<file path="src/rtl/vga_timing_gen.sv">
// Raster timing generator: pixel coordinates, visible-area flag and VGA syncs.
// The sync and delayed-blank outputs are retimed to line up with renderer colour output.
module vga_timing_gen #(
    parameter int unsigned H_VISIBLE  = 640,
    parameter int unsigned H_FRONT    = 16,
    parameter int unsigned H_SYNC     = 96,
    parameter int unsigned H_BACK     = 48,
    parameter int unsigned V_VISIBLE  = 480,
    parameter int unsigned V_FRONT    = 10,
    parameter int unsigned V_SYNC     = 2,
    parameter int unsigned V_BACK     = 33,
    parameter int unsigned SYNC_DELAY = 2
) (
    input  logic       vga_clk,
    input  logic       reset_n,
    input  logic       pix_en,
    output logic [9:0] DrawX,
    output logic [9:0] DrawY,
    output logic       blank,
    output logic       blank_d,
    output logic       hs,
    output logic       vs,
    output logic       frame_start,
    output logic [7:0] frame_count
);

    localparam int unsigned H_TOTAL = H_VISIBLE + H_FRONT + H_SYNC + H_BACK;
    localparam int unsigned V_TOTAL = V_VISIBLE + V_FRONT + V_SYNC + V_BACK;

    localparam logic [9:0] X_LAST   = 10'(H_TOTAL - 1);
    localparam logic [9:0] Y_LAST   = 10'(V_TOTAL - 1);
    localparam logic [9:0] X_VIS    = 10'(H_VISIBLE);
    localparam logic [9:0] Y_VIS    = 10'(V_VISIBLE);
    localparam logic [9:0] HS_START = 10'(H_VISIBLE + H_FRONT);
    localparam logic [9:0] HS_END   = 10'(H_VISIBLE + H_FRONT + H_SYNC - 1);
    localparam logic [9:0] VS_START = 10'(V_VISIBLE + V_FRONT);
    localparam logic [9:0] VS_END   = 10'(V_VISIBLE + V_FRONT + V_SYNC - 1);

    logic [9:0] next_x;
    logic [9:0] next_y;
    logic       next_blank;
    logic       next_hs;
    logic       next_vs;
    logic       next_origin;
    logic       hs_raw;
    logic       vs_raw;

    // Flags are derived from the next coordinates so they register alongside DrawX/DrawY.
    always_comb begin
        next_x = DrawX + 10'd1;
        next_y = DrawY;
        if (DrawX == X_LAST) begin
            next_x = '0;
            next_y = (DrawY == Y_LAST) ? '0 : DrawY + 10'd1;
        end
        next_blank  = (next_x < X_VIS) && (next_y < Y_VIS);
        next_hs     = !((next_x >= HS_START) && (next_x <= HS_END));
        next_vs     = !((next_y >= VS_START) && (next_y <= VS_END));
        next_origin = (next_x == '0) && (next_y == '0);
    end

    always_ff @(posedge vga_clk or negedge reset_n) begin
        if (!reset_n) begin
            DrawX       <= X_LAST;
            DrawY       <= Y_LAST;
            blank       <= 1'b0;
            hs_raw      <= 1'b1;
            vs_raw      <= 1'b1;
            frame_start <= 1'b0;
            frame_count <= 8'hFF;
        end else begin
            frame_start <= 1'b0;
            if (pix_en) begin
                DrawX       <= next_x;
                DrawY       <= next_y;
                blank       <= next_blank;
                hs_raw      <= next_hs;
                vs_raw      <= next_vs;
                frame_start <= next_origin;
                if (next_origin) begin
                    frame_count <= frame_count + 8'd1;
                end
            end
        end
    end

    if (SYNC_DELAY == 0) begin : g_no_delay
        assign hs      = hs_raw;
        assign vs      = vs_raw;
        assign blank_d = blank;
    end else begin : g_delay
        // Each stage holds {hs, vs, blank}; it only shifts on advancing pixels.
        logic [2:0] stage [SYNC_DELAY];

        always_ff @(posedge vga_clk or negedge reset_n) begin
            if (!reset_n) begin
                for (int unsigned i = 0; i < SYNC_DELAY; i++) begin
                    stage[i] <= 3'b110;
                end
            end else if (pix_en) begin
                stage[0] <= {hs_raw, vs_raw, blank};
                for (int unsigned i = 1; i < SYNC_DELAY; i++) begin
                    stage[i] <= stage[i-1];
                end
            end
        end

        assign {hs, vs, blank_d} = stage[SYNC_DELAY-1];
    end

endmodule

</file>
<file path="config.mk">
export PLATFORM = sky130hd
export DESIGN_NAME = vga_timing_gen
export DESIGN_NICKNAME = d
export VERILOG_FILES = /design/src/rtl/vga_timing_gen.sv
export SDC_FILE = /design/constraint.sdc
export NUM_CORES = 1
export LEC_CHECK = 0
export BUFFER_PORTS_ARGS = -buffer_cell sky130_fd_sc_hd__buf_4
export CORE_ASPECT_RATIO = 1.1
export CORE_UTILIZATION = 51
export CTS_CLUSTER_DIAMETER = 80
export DETAILED_ROUTE_END_ITERATION = 8
export GPL_TIMING_DRIVEN = 0
export PLACE_DENSITY = 0.73
export RECOVER_POWER = 100
export SLEW_MARGIN = 20
export SYNTH_ARGS = -nofsm -noshare
export SYNTH_HDL_FRONTEND = slang
export SYNTH_SLANG_ARGS = --single-unit
</file>
<file path="constraint.sdc">
create_clock -name vga_clk -period 3 [get_ports vga_clk]
set_input_delay 0.3 -clock vga_clk [delete_from_list [all_inputs] [get_ports vga_clk]]
set_output_delay 0.3 -clock vga_clk [all_outputs]
set_load 0.01 [all_outputs]
</file>
* Word level (Yosys, flattened, before mapping)
Cells that the tools add are included.
** Storage, ports and cells
- Register bits after elaboration :: 38
** Cells by class
- Reductions and logical operators :: 9
- Equal/unequal tests :: 2
- Add/sub/neg operators :: 3
- Order comparisons :: 6
- Multiplexer cells :: 4
** Operator list (number)
- 10-bit two-way mux :: 3
- 10-bit by 1-bit adder with 10-bit output, second input constant :: 2
- 10-bit equality test, second input constant :: 2
- 10-bit logical NOT :: 2
- 10-bit greater-or-equal comparator, second input constant :: 1
- 10-bit by 9-bit greater-or-equal comparator with 1-bit output, second input constant :: 1
- 10-bit less-or-equal comparator, second input constant :: 1
- 10-bit by 9-bit less-or-equal comparator with 1-bit output, second input constant :: 1
- 10-bit < comparator, second input constant :: 1
- 10-bit by 9-bit < comparator with 1-bit output, second input constant :: 1
- 8-bit by 1-bit adder with 8-bit output, second input constant :: 1
- 1-bit logical AND :: 4
- 1-bit logical NOT :: 2
- 2-bit AND reduction :: 1
- 1-bit two-way mux :: 1

* Logic depth before layout (Yosys ltp)
- Word-level depth :: 6
- Depth in mapped cells :: 9
- Gate-level depth less buffers :: 9

* Least setup slack after synthesis
No wires, ideal clock.
- Path kind :: flip-flop to flip-flop
- From :: register DrawX[1]
- To :: register frame_count[1]
- Path buffers :: 0
- Setup slack :: 161 ps
- Data required time :: 2915 ps
- Stages on the path, launching flop included :: 8
- Arrival time :: 2754 ps
- Cells stage by stage :: dfstp_2 > ha_1 > nand4_2 > nor3_4 > a41oi_1 > or4_4 > nor4_4 > mux2_1
** Between the ends
- Word-level cells in the longest chain between the ends :: 5
** Ends and longest elaborated chain
- from (decl) :: RTL line 17 : output logic [9:0] DrawX,
- from (signal assigned) :: RTL line 74 : DrawX <= next_x;
- 10-bit by 1-bit adder with 10-bit output / 10-bit equality test (equally long branches) :: RTL line 50, 52
- 10-bit two-way mux :: RTL line 52 : if (DrawX == X_LAST) begin
- 10-bit logical NOT :: RTL line 59 : next_origin = (next_x == '0) && (next_y == '0);
- 1-bit logical AND (*) :: RTL line 59
- 2-bit AND reduction (no line) (*)
- to (signal assigned) :: RTL line 81 : frame_count <= frame_count + 8'd1;
- to (decl) :: RTL line 24 : output logic [7:0] frame_count
Mark *: on every way between the ends. The rest lies on a longest branch, timed or not.
A chain may end at the register's enable or synchronous reset.

* Worst setup path after layout
- From :: register DrawX[8]
- To :: register frame_count[1]
The elaborated chain is that of the path after synthesis.

==> metrics <==
violations in the final reports=capacitance limit, slew limit; worst setup slack before clock tree synthesis=-0.318 ns; remaining max-slew budget at the tightest pin=-31.1%; vias per cell=5.97; TritonRoute pass-1 iters=4; crit-path leading delay family=simple AND/OR/NAND/NOR gates; post-route DRC violation count=0; gate count of the mapped netlist=246; fmax=350 MHz; Post-synth ARST share=100%; syn nets=255; Ant. Diodes=0; overflow left after global routing=0; cell area after technology mapping=2370 sq um; clock buffer depth=2; critical path data required time=3.24 ns; final worst hold slack=0.447 ns; skew final=0.00776 ns; number of flip-flops and latches in the synthesized netlist=38; clock insertion delay at the later pin of the skew report=0.30 ns; total negative setup slack=0 ns; type of the worst setup path=flip-flop to flip-flop; Max Slew Vio Count=39; average size of a mapped cell=9.65 sq um; CP Buf/Inv Count=2; result of the run=complete, but fails checks; IO Count=36; wire length of the first global-routing pass=9.00 mm; initial antenna violation count=0; synthesis-to-layout area growth=19.2%; count of H-tree levels built during CTS=2; total number of vias=2089; Wirelength per Cell=15.7 microns; Cell Area, Placed=2710 sq um; highest-delay cell along the critical path=dfstp_2; core area=4380 sq um; final setup violating endpoints=0; startpoint class of the critical path=flip-flop; nature of the critical path endpoint=flip-flop; count of flip-flops with a built-in enable after synthesis=0; synth warn=0; Seq/Total Area, Yosys=41.3%; final critical path time including I/O delays and setup=2.86 ns; Worst-path clk slew=0.08 ns; worst-case setup margin in the final layout=0.143 ns; detailed placement HPWL=3.85 mm; Min-Delay Path Class=input pin to flip-flop; unrepaired setup endpoints after global routing=no; TritonCTS clock tree=built; Worst-Margin Slew=1.97 ns; DIE WIDTH=67.1 microns; Initial Util=54.2%; utilization after layout=64.7%; Pwr Density=512 nW/um^2; total global routing track utilization=24.5%; height of the chip=73.6 microns; Layout Cell Area excl Fill=2830 sq um; placer congestion estimate=0.927; cell-by-cell listing of the critical path=clkbuf_1, and3b_1, nand4_1, xnor2_1, or4_4, nor4_4, buf_4, mux2_1; IO buf count=35; via count of the first global-routing pass=1912; static leakage=1.16 nW; clock net sink count=38; final hold viol count=0; Placed Instances=335; crit path max fanout=9; Top FF cell, synth=dfstp_2; ratio of cells with drive above 1 in the final layout=22.6%; arrival time of the worst setup path=3.09 ns; post-route total power=1.45 mW; post-route fraction of the period consumed by the critical path=95.2%; count of standard-cell rows=25; nets@finish=304; post-layout instance count excluding filler cells=350; Critical Path Max Stage Delay=0.53 ns; count of distinct cell types in the synthesized netlist=61; largest net degree at the start of global routing=39; Initial DRC Count=169; Antenna Nets Post-Route=0; number of buffers created by CTS=5; Final Routed Wirelength=5.48 mm; count of maximum capacitance violations=1; Filler Cell Count=421; worst IR drop on VDD=0.000407 V; clock root buffer=clkbuf_8; area of the die=4930 sq um
layer usage:
layer  part of all wire (%)  wire, microns  vias to the layer above  global-route usage (%)
met2                     49           2670                       63                    38.4
li1                       -              -                     1002                       -
met5                      0              0                        -                       0
met4                    1.5             83                        0                    10.6
met1                     45           2470                     1016                    32.0
met3                    4.7            256                        8                    5.59
area by class of cell:
| cell class | count | area, sq um | area share [%] |
|---|---|---|---|
| Multi-Input combinational cell | 189 | 1300 | 46.0 |
| Clock buffer | 5 | 68.8 | 2.43 |
| Inverter | 6 | 22.5 | 0.795 |
| Sequential cell | 38 | 981 | 34.6 |
| Tap cell | 54 | 67.6 | 2.39 |
| Timing Repair Buffer | 42 | 243 | 8.57 |
| Clock inverter | 3 | 68.8 | 2.43 |
| Buffer | 13 | 76.3 | 2.70 |
cells in the final DEF, fill, tap and decap left out, types with 3 or more instances in the layout:
master | netlist | routed
clkbuf_1 | 8 | 28
nand2_1 | 26 | 26
buf_4 | 0 | 20
nand3_1 | 16 | 16
o21ai_0 | 15 | 15
xnor2_1 | 15 | 15
dfrtp_1 | 14 | 14
dfstp_2 | 24 | 12
dfstp_1 | 0 | 12
nor2_1 | 12 | 12
nand4_1 | 11 | 11
a21oi_1 | 9 | 9
inv_1 | 6 | 6
nor3_1 | 6 | 6
clkbuf_8 | 1 | 6
mux2_2 | 6 | 6
xor2_1 | 5 | 5
and3_1 | 5 | 5
ha_1 | 6 | 5
a31oi_1 | 4 | 4
nor4_1 | 3 | 3
o22ai_1 | 3 | 3
worst paths after layout:
check / start / to / slack [ns] / cells past startpoint
max in group asynchronous: reset_n / DrawY[5] / 0.77 / 2
setup / recovery: DrawX[8] / frame_count[1] / 0.14 / 8
setup reg to reg: DrawX[8] / frame_count[1] / 0.14 / 8
hold reg to reg: g_delay.stage[3] / blank_d / 0.51 / 1
min in group asynchronous: reset_n / DrawY[7] / 1.09 / 2
hold / removal: pix_en / hs_raw / 0.45 / 3
flip-flops by register name, indices dropped and copies added (netlist names):
register / count
vs: 1
vs_raw: 1
DrawX: 10
g_delay.stage: 3
DrawY: 10
hs_raw: 1
frame_start: 1
frame_count: 8
blank_d: 1
hs: 1
blank: 1
cells in the mapped netlist (2+ instances only):
cell type,instances,share of area [%]
nand2_1,26,4.1
dfstp_2,24,27
nand3_1,16,3.4
o21ai_0,15,3.2
xnor2_1,15,5.5
dfrtp_1,14,15
nor2_1,12,1.9
nand4_1,11,2.9
a21oi_1,9,1.9
clkbuf_1,8,1.3
ha_1,6,3.2
inv_1,6,0.95
mux2_2,6,2.8
nor3_1,6,1.3
and3_1,5,1.3
xor2_1,5,1.8
a31oi_1,4,1.1
nor4_1,3,0.79
o22ai_1,3,0.79
a41oi_1,2,0.74
and2_1,2,0.53
buf_2,2,0.42
buf_6,2,0.95
nand2b_1,2,0.53
nand3b_1,2,0.63
nor3b_1,2,0.63
o31ai_1,2,0.63
o32a_1,2,0.84
or3_4,2,0.95
logic make-up after synthesis:
| logic type | count (synthesis) | share of synthesized area [%] |
|---|---|---|
| AO/OA/AOI/OAI | 50 | 13.9 |
| buffers and inverters | 19 | 4.16 |
| AND/OR/NAND/NOR | 104 | 25.9 |
| multiplexers | 8 | 3.74 |
| XOR/XNOR | 20 | 7.38 |
| adder cells (fa/ha/maj) | 7 | 3.58 |
| flip-flops | 38 | 41.3 |
power by group:
part	total [mW]	switching, mW	internal, mW
logic	0.311	0.180	0.131
clock network	0.529	0.196	0.333
registers	0.611	0.0452	0.566
tightest hold or removal path, stage by stage:
cell	delay, ns
clkbuf_1	0.16
nand3_1	0.12
o32a_1	0.14
repair_timing:
| action | 4_1_cts | 5_1_grt |
|---|---|---|
| setup endpoints to repair | 8 | 7 |
| setup buffers | 3 | 3 |
| endpoints found under the hold margin | 14 | 0 |
| pin swaps | 2 | 0 |
| resized for setup | 2 | 2 |
| hold buffers | 1 | 0 |
Note: power is estimated with default switching activity, not from simulation.
